$ cat config.mk
export PLATFORM = sky130hd
export DESIGN_NAME = sel_accum_unit
export DESIGN_NICKNAME = d
export VERILOG_FILES = /design/src/rtl/sel_accum_unit.sv
export SDC_FILE = /design/constraint.sdc
export NUM_CORES = 1
export LEC_CHECK = 0
export CORE_ASPECT_RATIO = 0.7
export CORE_MARGIN = 5
export CORE_UTILIZATION = 55
export CTS_BUF_LIST = sky130_fd_sc_hd__clkbuf_4 sky130_fd_sc_hd__clkbuf_8
export DETAILED_ROUTE_END_ITERATION = 10
export GPL_TIMING_DRIVEN = 0
export PLACE_DENSITY = 0.81
export SLEW_MARGIN = 20
export SYNTH_ARGS = -nofsm -noshare
export SYNTH_HDL_FRONTEND = slang
export SYNTH_SLANG_ARGS = --single-unit
$ cat constraint.sdc
create_clock -name clk -period 2.9 [get_ports clk]
set_clock_uncertainty 0.15 [all_clocks]
set_input_delay 0.435 -clock clk [delete_from_list [all_inputs] [get_ports clk]]
set_output_delay 0.435 -clock clk [all_outputs]
set_load 0.01 [all_outputs]
$ cat src/rtl/sel_accum_unit.sv
// Operand/select responder: captures a, accumulates it N times, publishes z.
// Define SEL_ACCUM_SATURATE_EN to clamp sums at 8'hFF instead of wrapping.
module sel_accum_unit #(
    parameter int N = 4
) (
    input  logic       clk,
    input  logic       reset,
    input  logic [7:0] a,
    input  logic       sel,
    output logic [7:0] z,
    output logic       done
);

    localparam int CW = $clog2(N + 1);
    localparam logic [CW-1:0] LAST = CW'(N - 1);
    localparam logic [CW-1:0] ONE  = CW'(1);

    localparam logic [1:0] LOAD = 2'd0;
    localparam logic [1:0] RUN  = 2'd1;
    localparam logic [1:0] DONE = 2'd2;

    logic [1:0]    state;
    logic [7:0]    areg;
    logic [7:0]    acc;
    logic [CW-1:0] cnt;
    logic [7:0]    sum;

`ifdef SEL_ACCUM_SATURATE_EN
    logic [8:0] sum9;
    assign sum9 = {1'b0, acc} + {1'b0, areg};
    // Once acc is 8'hFF any nonzero areg carries again, so it sticks.
    assign sum  = sum9[8] ? 8'hFF : sum9[7:0];
`else
    assign sum  = acc + areg;
`endif

    assign done = (state == DONE);

    always_ff @(posedge clk) begin
        if (reset) begin
            state <= LOAD;
            areg  <= 8'h00;
            acc   <= 8'h00;
            cnt   <= '0;
            z     <= 8'h00;
        end else begin
            unique case (state)
                LOAD: begin
                    areg <= a;
                    acc  <= 8'h00;
                    cnt  <= '0;
                    if (sel) begin
                        state <= RUN;
                    end
                end
                RUN: begin
                    if (!sel) begin
                        state <= LOAD;
                        acc   <= 8'h00;
                        cnt   <= '0;
                    end else begin
                        acc <= sum;
                        cnt <= cnt + ONE;
                        if (cnt == LAST) begin
                            z     <= sum;
                            state <= DONE;
                        end
                    end
                end
                DONE: begin
                    if (!sel) begin
                        state <= LOAD;
                    end
                end
                default: begin
                    state <= LOAD;
                end
            endcase
        end
    end

endmodule

==> impl_summary.txt, run 1 <==
----------------------------------------------------
[Run status]
  Run status ... complete, no violations

[Setup path]
  CP startpoint kind ... primary input
  Critical Path Sink Type ... flip-flop
  Classification of the worst setup path ... in -> reg
  Family with the most delay on the worst path ... simple AND/OR/NAND/NOR gates
  Crit-path cells ... clkdlybuf4s50_1 > inv_1 > nor3b_2 > and2_1 > buf_2 > nor2_1 > a311oi_1
  Highest fanout seen on the critical path ... 10
  Cell with the largest stage delay on the worst path ... sky130_fd_sc_hd__nor3b_2
  Data arrival, critical path ... 2330 ps
  Crit path required time ... 3000 ps
  Number of buffers and inverters on the critical path ... 3
  Slack of the worst reg-to-reg path ... 680 ps
  Largest stage delay, worst path ... 570 ps

[Clock tree]
  Clock latency at the later pin of the worst-skew pair ... 340 ps
  Post-CTS Repair Setup Buffers ... 0
  Root buffer cell ... sky130_fd_sc_hd__clkbuf_4
  CTS buffer count ... 5
  Post-CTS sizing ... 0
  Clock tree from TritonCTS ... yes
  Number of levels in the clock H-tree ... 2
  Clock-pin slew reported for the worst setup and hold paths after clock tree synthesis ... 100 ps
  Number of hold-repair buffers added at the cts stage ... 0
  Count of clock tree sinks ... 29
  CTS Buffer Depth ... 2

[Pwr]
  Worst-case vdd ir drop ... 0.000356 V
  Power Total ... 0.768 mW
  Leakage Power ... 0.693 nW
  PD cells ... 461 nW/um^2

[Timing]
  Hold_ws ... 309 ps
  Setup repair after global routing missed its margin ... no
  Worst Slack Setup Final ... 664 ps
  Final count of hold timing violations ... 0
  Total Neg Setup Slack ... 0 ps
  Final period demand of the worst path ... 2240 ps
  Final setup fails ... 0
  Worst-Margin Slew ... 654 ps
  Slew margin rel. ... 56.2%
  Part of the cycle the worst path needs ... 77.1%
  Count of final max-slew check failures ... 0
  Maximum clock frequency ... 447 MHz

[Yosys]
  FF+latch count, synth ... 29
  Yosys top cell area share ... 42.6%
  Yosys Warn Count ... 0
  Post-Syn Instances ... 159
  Number of flops mapped to enable cells by yosys ... 0
  Synth Flop Type ... sky130_fd_sc_hd__dfxtp_1
  Top post-synthesis cells by area ... sky130_fd_sc_hd__dfxtp_1 (43%), sky130_fd_sc_hd__ha_1 (8.3%), sky130_fd_sc_hd__a21oi_1 (7.7%)
  Total nets after synthesis ... 180
  Async set-or-reset flop fraction in the synthesized netlist ... 0%
  Post-Syn Area per Cell ... 8.57 um^2
  Sequential cell area fraction in the yosys report ... 42.6%
  Count of different cell masters after synthesis ... 34
  Cell taking the most area after synthesis ... sky130_fd_sc_hd__dfxtp_1
  Cell area after synthesis ... 1360 um^2

[Layout]
  Area of all placed cells without fillers ... 1670 um^2
  Final instance count without filler cells ... 220
  Number of antenna cells inserted ... 0
  Commonest cells after routing, fill and taps aside ... sky130_fd_sc_hd__dfxtp_1 (29), sky130_fd_sc_hd__nand2_1 (25), sky130_fd_sc_hd__a21oi_1 (21)
  Area added between synthesis and finish ... 22.2%
  Proportion of layout cells with a drive suffix above 1 ... 6.99%
  Post-Route Utilization ... 68.8%
  Number of nets at the end of the flow ... 206
  Most common library cell in the layout ignoring fill and taps ... sky130_fd_sc_hd__dfxtp_1

[Global routing]
  Remaining global-route overflow ... 0
  Global-route usage over all layers ... 18.4%
  Number of antenna violations at the first check in global routing ... 0
  Maximum number of pins on one net before global-route repair ... 11
  Vias in the first global route ... 1215
  Wire length of the first global-routing pass ... 5.16 mm

[Worst hold path]
  Worst Hold Class ... reg -> reg

[Die]
  Count of standard-cell rows ... 15
  Die span in y ... 51.6 um
  Number of primary I/O pins ... 20
  Area of the core ... 2420 um^2
  Effective utilization at floorplan ... 56.3%
  Die Outline Area ... 3590 um^2
  Die width ... 69.5 um

[Route]
  WL/cell ... 14.0 um
  Number of iterations in the first detailed-routing pass ... 4
  Iter 0 DRT Violations ... 54
  DR vias ... 1218
  Number of DRC violations after detailed routing ... 0
  Total length of routed wires ... 3.09 mm
  Via/cell ratio ... 5.54
  Antenna viol nets, final ... 0

[Place]
  Placed cells ... 212
  Total of buffers placed on input and output ports ... 19
  Worst setup timing slack at the placement stage ... 307 ps
  Placement Cell Area ... 1600 um^2
  GP Congestion ... 0.790
  HPWL reported at the end of detailed placement ... 2.36 mm

[Job]
  Maxcap violations ... 0

----------------------------------------------------
-- logic make-up after synthesis --
family,count (synthesis),synth area share [%]
AO/OA/AOI/OAI,51,23.9
XOR/XNOR,4,2.57
adder cells (fa/ha/maj),10,9.73
buffers and inverters,10,2.85
flip-flops,29,42.6
multiplexers,1,0.735
AND/OR/NAND/NOR,54,17.6
-- Yosys cell counts, drive strengths merged (2+ instances only) --
| master | n |
|---|---|
| ha | 9 |
| clkbuf | 6 |
| a22oi | 7 |
| nand2 | 26 |
| nor2 | 18 |
| xor2 | 2 |
| inv | 3 |
| a21o | 3 |
| dfxtp | 29 |
| o21ai | 11 |
| a21oi | 21 |
| xnor2 | 2 |
| nor3b | 2 |
| o211ai | 2 |
-- flip-flops by register name, summed over array words and instances (netlist names) --
register and cells:
acc 8, areg 8, z 8, cnt 3
state 2
-- power breakdown --
group / internal, mW / leakage (nW) / switching [mW]
clock: 0.140 / 0.0413 / 0.148
combinational: 0.0299 / 0.416 / 0.0359
sequential: 0.407 / 0.236 / 0.00647
total: 0.577 / 0.693 / 0.191
-- routing by layer --
metal	part of all wire [%]	wire length [um]	vias up	GRT usage [%]
met5	0	0	-	0
met2	50	1550	13	33.1
met4	1.1	35	0	8.12
met1	45	1400	586	20.8
li1	-	-	615	-
met3	3.2	98	4	4.83
-- layout make-up --
class,instances,area (um^2)
Sequential cell,29,581
Multi-Input combinational cell,120,743
Inverter,3,11.3
Timing Repair Buffer,19,190
Fill cell,199,756
Buffer,7,27.5
Clock inverter,1,5.00
Tap cell,34,42.5
Clock buffer,7,65.1
-- worst reg2reg max path: stages (launching register included) --
cell                       delay [ps]
sky130_fd_sc_hd__dfxtp_1          350
sky130_fd_sc_hd__ha_1             320
sky130_fd_sc_hd__a211oi_1         360
sky130_fd_sc_hd__o311ai_4         160
sky130_fd_sc_hd__mux2i_1          180
sky130_fd_sc_hd__or4_1            430
sky130_fd_sc_hd__a31oi_1          200
-- worst paths after layout --
check | start | end | cells past startpoint
setup / recovery | sel | z[7]$_SDFFE_PP0P_ | 7
hold / removal | z[1]$_SDFFE_PP0P_ | z[1]$_SDFFE_PP0P_ | 2
setup reg to reg | areg[1]$_SDFFE_PP0P_ | acc[7]$_SDFFE_PP0P_ | 6
hold reg to reg | z[1]$_SDFFE_PP0P_ | z[1]$_SDFFE_PP0P_ | 2
Note: power is estimated with default switching activity, not from simulation.
==> run 2: changes to the inputs <==
==> constraint.sdc (replaced) <==
create_clock -name clk -period 2.29 [get_ports clk]
set_clock_uncertainty 0.15 [all_clocks]
set_input_delay 0.3435 -clock clk [delete_from_list [all_inputs] [get_ports clk]]
set_output_delay 0.3435 -clock clk [all_outputs]
set_load 0.01 [all_outputs]
==> impl_summary.txt, run 2 (synthesis results as in run 1) <==
----------------------------------------------------
[Die]
  Die width ... 69.5 um
  Area of the core ... 2420 um^2
  Die Outline Area ... 3590 um^2
  Effective utilization at floorplan ... 56.3%
  Die span in y ... 51.6 um
  Number of primary I/O pins ... 20
  Count of standard-cell rows ... 15

[Layout]
  Post-Route Utilization ... 69.0%
  Number of antenna cells inserted ... 0
  Area added between synthesis and finish ... 22.6%
  Number of nets at the end of the flow ... 206
  Registers with the most flip-flops ... acc x8, areg x8, z x8
  Most common library cell in the layout ignoring fill and taps ... sky130_fd_sc_hd__dfxtp_1
  Proportion of layout cells with a drive suffix above 1 ... 7.53%
  Commonest cells after routing, fill and taps aside ... sky130_fd_sc_hd__dfxtp_1 (29), sky130_fd_sc_hd__nand2_1 (25), sky130_fd_sc_hd__a21oi_1 (21)

[Timing]
  Hold_ws ... 309 ps
  Worst-Margin Slew ... 656 ps
  Count of final max-slew check failures ... 0
  Final setup fails ... 0
  Final period demand of the worst path ... 2150 ps
  Slew margin rel. ... 56.1%
  Total Neg Setup Slack ... 0 ps
  Maximum clock frequency ... 466 MHz
  Final count of hold timing violations ... 0
  Part of the cycle the worst path needs ... 93.8%
  Setup repair after global routing missed its margin ... no

[Place]
  HPWL reported at the end of detailed placement ... 2.36 mm
  GP Congestion ... 0.790
  Total of buffers placed on input and output ports ... 19

[Route]
  Iter 0 DRT Violations ... 57
  Antenna viol nets, final ... 0
  DR vias ... 1214
  Number of DRC violations after detailed routing ... 0
  Number of iterations in the first detailed-routing pass ... 4
  Total length of routed wires ... 3.08 mm
  WL/cell ... 14.0 um
  Via/cell ratio ... 5.52

[Worst hold path]
  Hold Path Sink ... z[1]$_SDFFE_PP0P_
  Worst hold stages ... 2
  Worst Hold Class ... reg -> reg
  Worst Min Path Start ... z[1]$_SDFFE_PP0P_

[Setup path]
  Family with the most delay on the worst path ... simple AND/OR/NAND/NOR gates
  Crit path required time ... 2390 ps
  Slack of the worst reg-to-reg path ... 150 ps
  Number of cells on the worst reg-to-reg path ... 7
  Crit-path cells ... clkdlybuf4s50_1 > inv_1 > nor3b_2 > and2_1 > buf_2 > nor2_1 > a311oi_1
  Data arrival, critical path ... 2250 ps
  Reg-to-Reg End ... acc[6]$_SDFFE_PP0P_
  Worst reg2reg startpoint ... areg[0]$_SDFFE_PP0P_
  Classification of the worst setup path ... in -> reg
  Largest stage delay, worst path ... 570 ps
  Cell with the largest stage delay on the worst path ... sky130_fd_sc_hd__nor3b_2
  Highest fanout seen on the critical path ... 10
  Critical Path Sink Type ... flip-flop
  CP startpoint kind ... primary input
  Number of buffers and inverters on the critical path ... 3

[Pwr]
  Worst-case vdd ir drop ... 0.000451 V
  Power Total ... 0.973 mW
  PD cells ... 583 nW/um^2
  Leakage Power ... 0.694 nW

[Clock tree]
  Clock latency at the later pin of the worst-skew pair ... 340 ps
  Count of clock tree sinks ... 29
  Clock tree from TritonCTS ... yes
  CTS Buffer Depth ... 2
  Root buffer cell ... sky130_fd_sc_hd__clkbuf_4
  Number of hold-repair buffers added at the cts stage ... 0
  Clock-pin slew reported for the worst setup and hold paths after clock tree synthesis ... 100 ps
  CTS buffer count ... 5
  Number of levels in the clock H-tree ... 2

[Job]
  Maxcap violations ... 0

[Global routing]
  Remaining global-route overflow ... 0
  Maximum number of pins on one net before global-route repair ... 11
  Global-route usage over all layers ... 18.4%
  Number of antenna violations at the first check in global routing ... 0
  Vias in the first global route ... 1215
  Wire length of the first global-routing pass ... 5.16 mm

[Run status]
  Run status ... complete, no violations

----------------------------------------------------
==> run 2: cell counts in the layout (fill, tap and decap cells not counted) <==
No cell type changed its count.
==> run 2: worst reg2reg max path: cells and delay by family, from the launching register on <==
kind	cells	cell delay [ps]
adders and majority gates	2	650
xor gates and xnor gates	1	170
AOI/OAI and AO/OA	4	780
DFF	1	330
==> run 2: metal layers <==
metal	part of all wire [%]	global-route usage, %
met5	0	0
met1	45	20.8
met4	1.0	8.12
met2	50	33.1
met3	3.8	4.83
==> run 2: per-stage QoR <==
| stage | instance area, um^2 | setup slack, ps | std cells |
|---|---|---|---|
| CTS | 1670 | 51.0 | 220 |
| floorplan | 1360 | 264 | 159 |
| detailed placement | 1600 | -212 | 212 |
| global placement | 1600 | -55.2 | 212 |
| finish | 1670 | 142 | 220 |
| global route | 1670 | 26.3 | 220 |
==> run 2: repair_timing <==
| item | CTS | global route |
|---|---|---|
| gates resized for setup | 0 | 1 |
| setup endpoints to repair | 0 | 1 |
| setup buffers | 0 | 0 |
==> run 2: worst max path at each step <==
| stage | from | to | slack (ps) | cells past startpoint |
|---|---|---|---|---|
| floorplan | areg[1]$_SDFFE_PP0P_ | z[7]$_SDFFE_PP0P_ | 260 | 6 |
| global placement | sel | z[7]$_SDFFE_PP0P_ | -60 | 7 |
| detailed placement | sel | z[7]$_SDFFE_PP0P_ | -210 | 7 |
| CTS | areg[1]$_SDFFE_PP0P_ | z[7]$_SDFFE_PP0P_ | 50 | 6 |
| global route | sel | z[7]$_SDFFE_PP0P_ | 30 | 7 |
| finish | sel | z[7]$_SDFFE_PP0P_ | 140 | 7 |
==> run 2: layout make-up <==
| cell class | count | area, um^2 |
|---|---|---|
| plain buffers | 7 | 27.5 |
| clock buffers | 7 | 65.1 |
| clock inverters | 1 | 5.00 |
| fillers | 198 | 751 |
| inverters | 3 | 11.3 |
| multi-input cells | 120 | 748 |
| flip-flops and latches | 29 | 581 |
| well taps | 34 | 42.5 |
| repair buffers | 19 | 190 |
==> run 2: power breakdown <==
part           leakage [nW]  switching (mW)  total, mW  internal [mW]
Sequential            0.236         0.00823      0.524          0.516
Clock                0.0413           0.188      0.366          0.178
Combinational         0.417          0.0456     0.0836         0.0380
Total                 0.694           0.242      0.973          0.731
==> run 3: changes to the inputs <==
--- a/config.mk
+++ b/config.mk
@@ -5,6 +5,7 @@
 export SDC_FILE = /design/constraint.sdc
 export NUM_CORES = 1
 export LEC_CHECK = 0
+export CAP_MARGIN = 20
 export CORE_ASPECT_RATIO = 0.7
 export CORE_MARGIN = 5
 export CORE_UTILIZATION = 55
==> results of run 3 <==
Same layout as run 2: the final DEF is identical, and so are final timing and power.
